## src/rtl/blur_out_pack.sv

```systemverilog
// blur_out_pack: rounds/saturates filtered pixels to bytes, packs them four per word, buffers words in a FIFO.
// Ports: iCLK, iRST_N (async active-low) | iDVAL, iDATA upstream pixel stream, never stalled
//        iRDY downstream accept | oDVAL, oDATA, oBE, oEOL, oEOF current FIFO head
//        oOVF sticky word-drop flag | oDONE one-cycle pulse after the EOF word is accepted
module blur_out_pack #(
    parameter int W     = 210,
    parameter int H     = 300,
    parameter int FRAC  = 8,
    parameter int DEPTH = 4
) (
    input  logic        iCLK,
    input  logic        iRST_N,
    input  logic        iDVAL,
    input  logic [15:0] iDATA,
    input  logic        iRDY,
    output logic        oDVAL,
    output logic [31:0] oDATA,
    output logic [3:0]  oBE,
    output logic        oEOL,
    output logic        oEOF,
    output logic        oOVF,
    output logic        oDONE
);
    localparam int CW = (W > 4) ? $clog2(W) : 2;
    localparam int RW = (H > 2) ? $clog2(H) : 1;
    localparam int AW = $clog2(DEPTH);
    localparam logic [0:0] IDLE = 1'b0;
    localparam logic [0:0] RUN  = 1'b1;

    logic [16:0]   sum;
    logic [16:0]   rnd;
    logic [7:0]    pix;
    logic          s1_vld;
    logic [7:0]    s1_pix;
    logic [CW-1:0] col;
    logic [RW-1:0] row;
    logic [23:0]   acc;
    logic [1:0]    lane;
    logic          last_col;
    logic          last_row;
    logic          push;
    logic          pop;
    logic          full;
    logic          wr_en;
    logic [31:0]   wdata;
    logic [3:0]    wbe;
    logic [37:0]   mem [DEPTH];
    logic [37:0]   head;
    logic [AW-1:0] wp;
    logic [AW-1:0] rp;
    logic [AW:0]   cnt;
    logic [0:0]    state;

    // 17-bit sum keeps the carry of the rounding add so saturation sees it
    always_comb begin
        sum = {1'b0, iDATA} + (17'd1 << (FRAC - 1));
        rnd = sum >> FRAC;
        pix = (rnd > 17'd255) ? 8'hFF : rnd[7:0];
    end

    assign lane     = col[1:0];
    assign last_col = col == CW'(W - 1);
    assign last_row = row == RW'(H - 1);
    assign push     = s1_vld && (lane == 2'd3 || last_col);
    // lanes 0..2 live in acc; the incoming byte is merged so the word can be pushed this edge
    assign wdata    = {8'd0, acc} | ({24'd0, s1_pix} << {lane, 3'b000});
    assign wbe      = 4'((5'd2 << lane) - 5'd1);

    assign oDVAL = cnt != '0;
    assign full  = cnt == (AW + 1)'(DEPTH);
    assign pop   = oDVAL && iRDY;
    // a full FIFO still accepts when the head leaves on the same edge
    assign wr_en = push && (!full || pop);
    assign head  = mem[rp];
    assign oDATA = oDVAL ? head[31:0] : '0;
    assign oBE   = oDVAL ? head[35:32] : '0;
    assign oEOL  = oDVAL && head[36];
    assign oEOF  = oDVAL && head[37];

    always_ff @(posedge iCLK or negedge iRST_N) begin
        if (!iRST_N) begin
            s1_vld <= 1'b0;
            s1_pix <= '0;
            col    <= '0;
            row    <= '0;
            acc    <= '0;
            state  <= IDLE;
            wp     <= '0;
            rp     <= '0;
            cnt    <= '0;
            oOVF   <= 1'b0;
            oDONE  <= 1'b0;
        end else begin
            s1_vld <= iDVAL;
            s1_pix <= pix;
            if (s1_vld) begin
                acc <= push ? '0 : wdata[23:0];
                col <= last_col ? '0 : col + CW'(1);
                if (last_col)
                    row <= last_row ? '0 : row + RW'(1);
            end
            state <= (state == IDLE) ? (iDVAL ? RUN : IDLE)
                                     : ((push && last_col && last_row) ? IDLE : RUN);
            if (wr_en)
                wp <= wp + AW'(1);
            if (pop)
                rp <= rp + AW'(1);
            cnt <= cnt + (AW + 1)'(wr_en) - (AW + 1)'(pop);
            if (push && !wr_en)
                oOVF <= 1'b1;
            oDONE <= pop && head[37];
        end
    end

    always_ff @(posedge iCLK) begin
        if (wr_en)
            mem[wp] <= {last_col && last_row, last_col, wbe, wdata};
    end
endmodule

```

## config.mk

```make
export PLATFORM = sky130hd
export DESIGN_NAME = blur_out_pack
export DESIGN_NICKNAME = d
export VERILOG_FILES = /design/src/rtl/blur_out_pack.sv
export SDC_FILE = /design/constraint.sdc
export NUM_CORES = 1
export LEC_CHECK = 0
export CAP_MARGIN = 10
export CORE_MARGIN = 10
export CORE_UTILIZATION = 42
export CTS_BUF_LIST = sky130_fd_sc_hd__clkbuf_16
export CTS_CLUSTER_DIAMETER = 120
export CTS_CLUSTER_SIZE = 20
export DETAILED_ROUTE_END_ITERATION = 10
export MAX_ROUTING_LAYER = met4
export REMOVE_ABC_BUFFERS = 1
export SLEW_MARGIN = 20
export SYNTH_ARGS = -nofsm -noshare
export SYNTH_HDL_FRONTEND = slang
export SYNTH_SLANG_ARGS = --single-unit
```

## constraint.sdc

```tcl
create_clock -name iCLK -period 2.94 [get_ports iCLK]
set_clock_uncertainty 0.2 [all_clocks]
set_input_delay 0.588 -clock iCLK [delete_from_list [all_inputs] [get_ports iCLK]]
set_output_delay 0.588 -clock iCLK [all_outputs]
set_load 0.1 [all_outputs]
```

==> results of run 1 <==
-- kinds of logic (layout without fill, tap and decap cells) --
group / after synthesis / in the layout / share of synthesized area (%)
compound gates: 62 / 62 / 4.62
xor+xnor: 17 / 17 / 1.75
fa+ha+maj: 12 / 12 / 1.85
buf+inv: 37 / 103 / 2.25
flops: 207 / 207 / 69.5
mux: 42 / 42 / 10.5
simple gates: 147 / 147 / 9.61
-- metal layers --
metal	wire [um]	vias up	GRT usage (%)
met1	6960	2301	15.6
met5	0	-	-
met4	295	0	3.14
met2	8400	77	22.2
li1	-	2071	-
met3	601	23	1.90
-- state kept, by name, indices dropped and copies added (netlist names) --
| register | cells |
|---|---|
| acc | 24 |
| cnt | 3 |
| col | 8 |
| mem | 148 |
| oDONE | 1 |
| oOVF | 1 |
| row | 9 |
| rp | 2 |
| s1_pix | 8 |
| s1_vld | 1 |
| wp | 2 |
-- cells in the mapped netlist, types with 2 or more instances --
library cell and instances:
a21oi_1 27, nor3_1 2, mux4_2 37, nor2_1 31, dfrtp_1 59, or3_1 3
ha_1 11, and4bb_1 2, clkbuf_1 7, buf_4 4, nand4_1 6, nor2b_1 4
a21o_1 27, and2_1 46, inv_1 11, o21ai_0 2, nand2_1 18, nand2_2 2
xor2_1 7, xnor2_1 10, and4_1 4, edfxtp_1 148, mux2_2 2, and4b_1 2
and3_1 12, buf_2 11, nand2b_1 2, buf_6 3, nand3_1 11, a31oi_1 3
-- final cells by class --
cell class / instances / area share [%]
Inverter: 11 / 0.403
Clock buffer: 15 / 3.67
Tap cell: 270 / 3.30
Clock inverter: 9 / 0.452
Sequential cell: 207 / 57.9
Multi-Input combinational cell: 280 / 23.6
Timing Repair Buffer: 68 / 10.7
-- worst reg2reg max path, cell delays in order, from the launching register on --
cell and delay [ns]:
dfrtp_1 0.49, ha_1 0.25, and4b_1 0.25, nand2_2 0.17, a21oi_4 0.26, ha_1 0.19, inv_1 0.05, fa_1 0.37
xnor2_1 0.19, xnor2_1 0.13
-- repair_timing --
| item | in CTS | in global routing |
|---|---|---|
| endpoints found under the hold margin | 0 | 0 |
| setup buffers | 1 | 0 |
| endpoints found under the setup margin | 26 | 0 |
-- worst min-delay path by stage --
| stage | cells past startpoint | slack [ns] | startpoint | to |
|---|---|---|---|---|
| after detailed placement | 1 | 0.27 | oOVF | oOVF |
| after global placement | 1 | 0.27 | oOVF | oOVF |
| after floorplan | 0 | 0.09 | iRST_N | acc[0] |
| final | 2 | 0.06 | iRST_N | row[4] |
| after global routing | 2 | 0.14 | iRST_N | wp[1] |
| after CTS | 2 | 0.09 | iRST_N | wp[1] |
-- placed cells by master (no fill, tap or decap), types with 6 or more instances in the layout --
cell type | synthesis | routed
edfxtp_1 | 148 | 148
dfrtp_1 | 59 | 58
and2_1 | 46 | 46
buf_12 | 0 | 45
mux4_2 | 37 | 37
nor2_1 | 31 | 31
a21o_1 | 27 | 27
a21oi_1 | 27 | 27
inv_1 | 11 | 19
nand2_1 | 18 | 18
clkbuf_16 | 0 | 15
and3_1 | 12 | 12
nand3_1 | 11 | 11
ha_1 | 11 | 11
clkdlybuf4s50_1 | 0 | 11
buf_4 | 4 | 11
xnor2_1 | 10 | 10
xor2_1 | 7 | 7
nand4_1 | 6 | 6
-- stage by stage --
step	setup slack, ns	instances
floorplan	-0.940	498
global placement	0.197	835
detailed placement	0.170	835
CTS	0.0433	860
global route	0.00907	860
finish	0.0852	860
==> run metrics, run 1 <==
H-tree depth 1; FF+latch area 5920 um^2; die height 162 um; wire per inst 18.9 um; maxcap violations 0; initial antenna violation count 0; Cell variety after synth 40; Yosys warning total 0; clock sinks 207; status complete, no violations; worst r2r path cells 9; largest net degree at the start of global routing 60; CTS tree yes; antenna diode count 0; gr ovfl total 0; Post-Synthesis Cells 524; Hold Path Class primary input to async pin; cells along the critical path buf_12, mux4_2, and2_1, buf_12; Hold Vio Cnt, Final 0; Setup crit end oDATA[28]; Reg2Reg Setup Slack 0.34 ns; final worst-path cycle share 97.1%; number of vias per cell between 5 and 6; Clock Tree Root clkbuf_16; number of remaining DRC errors 0; Ports 61; Final min period roughly 2.9 ns; Synth Area per Inst 16.3 um^2; Via Count 4472; WP data arrival 2.07 ns; Die ar. 26400 um^2; final wirelength 16300 um; Starting Density 42.4%; number of routed nets with antenna violations 0; Yosys reg bits 207; Crit Path Category flop to output pin; fill count 1627; Final setup viols 0; post-synth top area share 52.1%; fin area roughly 10000 um^2; fin. max-slew vios 0; Top cell by count, worst path buf_12; GRT Overall Usage 12.9%; Worst slew margin 49.6%; critical path depth 4; synth top area cells edfxtp_1 52%, dfrtp_1 17%, mux4_2 9.8%; launch point of the worst reg-to-reg path col[0]; maximum fanout along the worst path 15; Post-synth EDFFs 148; Setup crit end kind output pin; clock-pin slew on the worst setup and hold paths 0.08 ns; cts bufs inserted 14; first-pass GRT wire length between 20000 and 30000 um; initial DRC count about 240; worst stage delay on the critical path around 0.56 ns; Die W 162 um; Layout area overhead 20.1%; WP buf/inv 2; Clk Latency, worst-skew pair 0.46 ns; Setup Total Neg Slack 0 ns; post-synth top area cell edfxtp_1; vias in the first global route roughly 4800; slowest CP cell mux4_2; RSZ-0062 raised after global routing no; First-pass DRT Iterations 7; Crit. Startpoint rp[0]; cell area after synthesis about 8500 um^2; Async S/R FF share, synth 28.5%; CP Launch Type flop; post-CTS sizing 0; core area between 20000 and 25000 um^2; worst flop-to-flop path endpoint cnt[2]; Largest delay share family, worst path multiplexers; area of the multi-input gates around 2400 um^2; DP HPWL 10100 um; maximum buffer depth of the clock tree 3; CTS Hold Bufs 0; RePlAce Congestion a little over 0.8; IO buf count 53; predominant post-synthesis flop cell edfxtp_1; final core utilization between 50% and 60%; final net count about 600; DP Area 9800 um^2; fmax 0.350 GHz; Seq/Total Area, Yosys between 60% and 70%; layout cell share with drive strength beyond 1 20.2%; worst-margin pin slew 0.756 ns; row count 52; CP Data Required Time 2.15 ns; Hold Slack 0.0639 ns
Power of run 1 is not shown: default switching activity piles up to over one toggle a cycle in this logic, so the estimate is an artifact.
==> run 2, diff against run 1 <==
--- a/config.mk
+++ b/config.mk
@@ -14,6 +14,7 @@
 export DETAILED_ROUTE_END_ITERATION = 10
 export MAX_ROUTING_LAYER = met4
 export REMOVE_ABC_BUFFERS = 1
+export SKIP_CTS_REPAIR_TIMING = 1
 export SLEW_MARGIN = 20
 export SYNTH_ARGS = -nofsm -noshare
 export SYNTH_HDL_FRONTEND = slang
==> run 2 against run 1 <==
  * Routed wire length grew 2.2%
  * Final cell count grew 0.93%
  * Die area is the same
  * Utilization grew 0.55 points
  * Worst setup slack lost 0.033 ns
  * Critical path depth grew 1
  * Cell area grew 1.1%
  * Non-clock buffer count grew 8
  * Fmax shrank 1.2%
  * Flip-flop and latch count is the same
  * Critical endpoint is now oDATA[24]
  * Clock-buffer cell count is the same
==> run metrics, run 2 (synthesis gave the netlist of run 1 again) <==
status complete, no violations; worst-margin pin slew 0.753 ns (-0.00270 ns); largest net degree at the start of global routing 60 (unchanged); worst r2r path cells 9 (unchanged); Hold Vio Cnt, Final 0 (unchanged); Final min period 2.89 ns (+0.0334 ns); Setup crit end kind output pin; dpl ws 0.170 ns (unchanged); fill count 1612 (-0.92%); wire per inst 19.2 um (+1.3%); final net count 622 (+1.3%); Layout area overhead 21.3%; cts bufs inserted 14 (unchanged); H-tree depth 1 (unchanged); Starting Density 42.4% (unchanged); DP HPWL 10100 um (unchanged); maxcap violations 0 (unchanged); post-route non-filler standard cell count 868 (+0.93%); Biggest register mem; Final setup viols 0 (unchanged); Die W 162 um (unchanged); maximum fanout along the worst path 8 (-7); core area 20100 um^2 (unchanged); gr ovfl total 0 (unchanged); CP Launch Type flop; row count 52 (unchanged); Setup crit end oDATA[24]; GRT Overall Usage 12.8% (-0.017 points); vias in the first global route 4758 (+0.021%); commonest non-fill, non-tap cell in the layout edfxtp_1; initial DRC count 221 (-7.5%); Ports 61 (unchanged); highest routed layer met4; FF+latch area 5920 um^2 (about the same); area of the multi-input gates 2410 um^2 (+0.10%); Clk Latency, worst-skew pair 0.46 ns (about the same); Reg2Reg Setup Slack 0.33 ns (about the same); # placed instances 835 (unchanged); layout cell share with drive strength beyond 1 21.4% (+1.2 points); number of remaining DRC errors 0 (unchanged); worst flop-to-flop path endpoint cnt[2]; antenna diode count 0 (unchanged); Hold Path Class primary input to async pin; Clock Tree Root clkbuf_16; WP data arrival 2.10 ns (+0.03 ns); fin. max-slew vios 0 (unchanged); number of vias per cell 5.19 (-0.17%); Hold Slack 0.0610 ns (-0.00291 ns); RePlAce Congestion 0.810 (unchanged); Post-Route M1 WL 7110 um (+2.1%); number of routed nets with antenna violations 0 (unchanged); Die ar. 26400 um^2 (unchanged); WL met2 8530 um (+1.5%); final wirelength 16600 um (+2.2%); initial antenna violation count 0 (unchanged); die height 162 um (unchanged); First-pass DRT Iterations 4 (-3); largest registers mem x148, acc x24, row x9; Worst slew margin 49.8% (+0.18 points); CTS tree yes; maximum buffer depth of the clock tree 3 (unchanged); CP Data Required Time 2.15 ns (about the same); fmax 0.346 GHz (-1.2%); DP Area 9800 um^2 (unchanged); most frequent cells in the layout 148 x edfxtp_1, 58 x dfrtp_1, 46 x buf_12, 45 x and2_1, 37 x mux4_2; Via Count 4506 (+0.76%); RSZ-0062 raised after global routing no; Setup WS post-layout 0.0518 ns (-0.0334 ns); first-pass GRT wire length 26400 um (-0.19%); fin area 10300 um^2 (+1.1%); met3 wire length 729 um (+21%); IO buf count 53 (unchanged); Crit. Startpoint rp[0]; launch point of the worst reg-to-reg path col[0]; clock sinks 207 (unchanged); clock-pin slew on the worst setup and hold paths 0.08 ns (about the same); final worst-path cycle share 98.2% (+1.1 points); max FFs per register 148 (unchanged); Crit Path Category flop to output pin
==> run 2: cell count changes in the layout (fill, tap and decap cells not counted), sizes merged <==
cell    change
buf         +5
clkbuf      +3
==> run 2: routing by layer <==
metal  up-vias  GRT usage (%)
li1       2087              -
met1      2316           15.6
met2        82           22.1
met3        21           1.90
met4         0           3.14
met5         -              -
==> run 2: layout make-up <==
class,instances,area share (%)
inverter,11,0.399
timing repair buffer,76,11.6
multi-input combinational,280,23.3
clock inverter,9,0.448
clock buffer,15,3.63
sequential,207,57.3
tap,270,3.27
==> run 2: per-stage QoR <==
stage	TNS, ns	util, %
floorplan	-35.91	-
global placement	0	48.8
detailed placement	0	48.8
CTS	-0.408	50.9
global route	0	51.5
finish	0	51.5
==> run 2: worst min-delay path by stage <==
stage	from	endpoint	depth (start not counted)
2_1_floorplan	iRST_N	acc[0]	0
3_3_place_gp	oOVF	oOVF	1
3_5_place_dp	oOVF	oOVF	1
4_1_cts	iRST_N	wp[1]	2
5_1_grt	iRST_N	wp[1]	2
6_report	iRST_N	row[4]	2
==> run 2: worst max-delay path, cell delays in order (launching register included) <==
cell,delay (ns)
dfrtp_4,0.44
buf_12,0.13
buf_12,0.15
mux4_2,0.54
and2_1,0.21
buf_12,0.17
Power of run 2 is left out for the same reason.
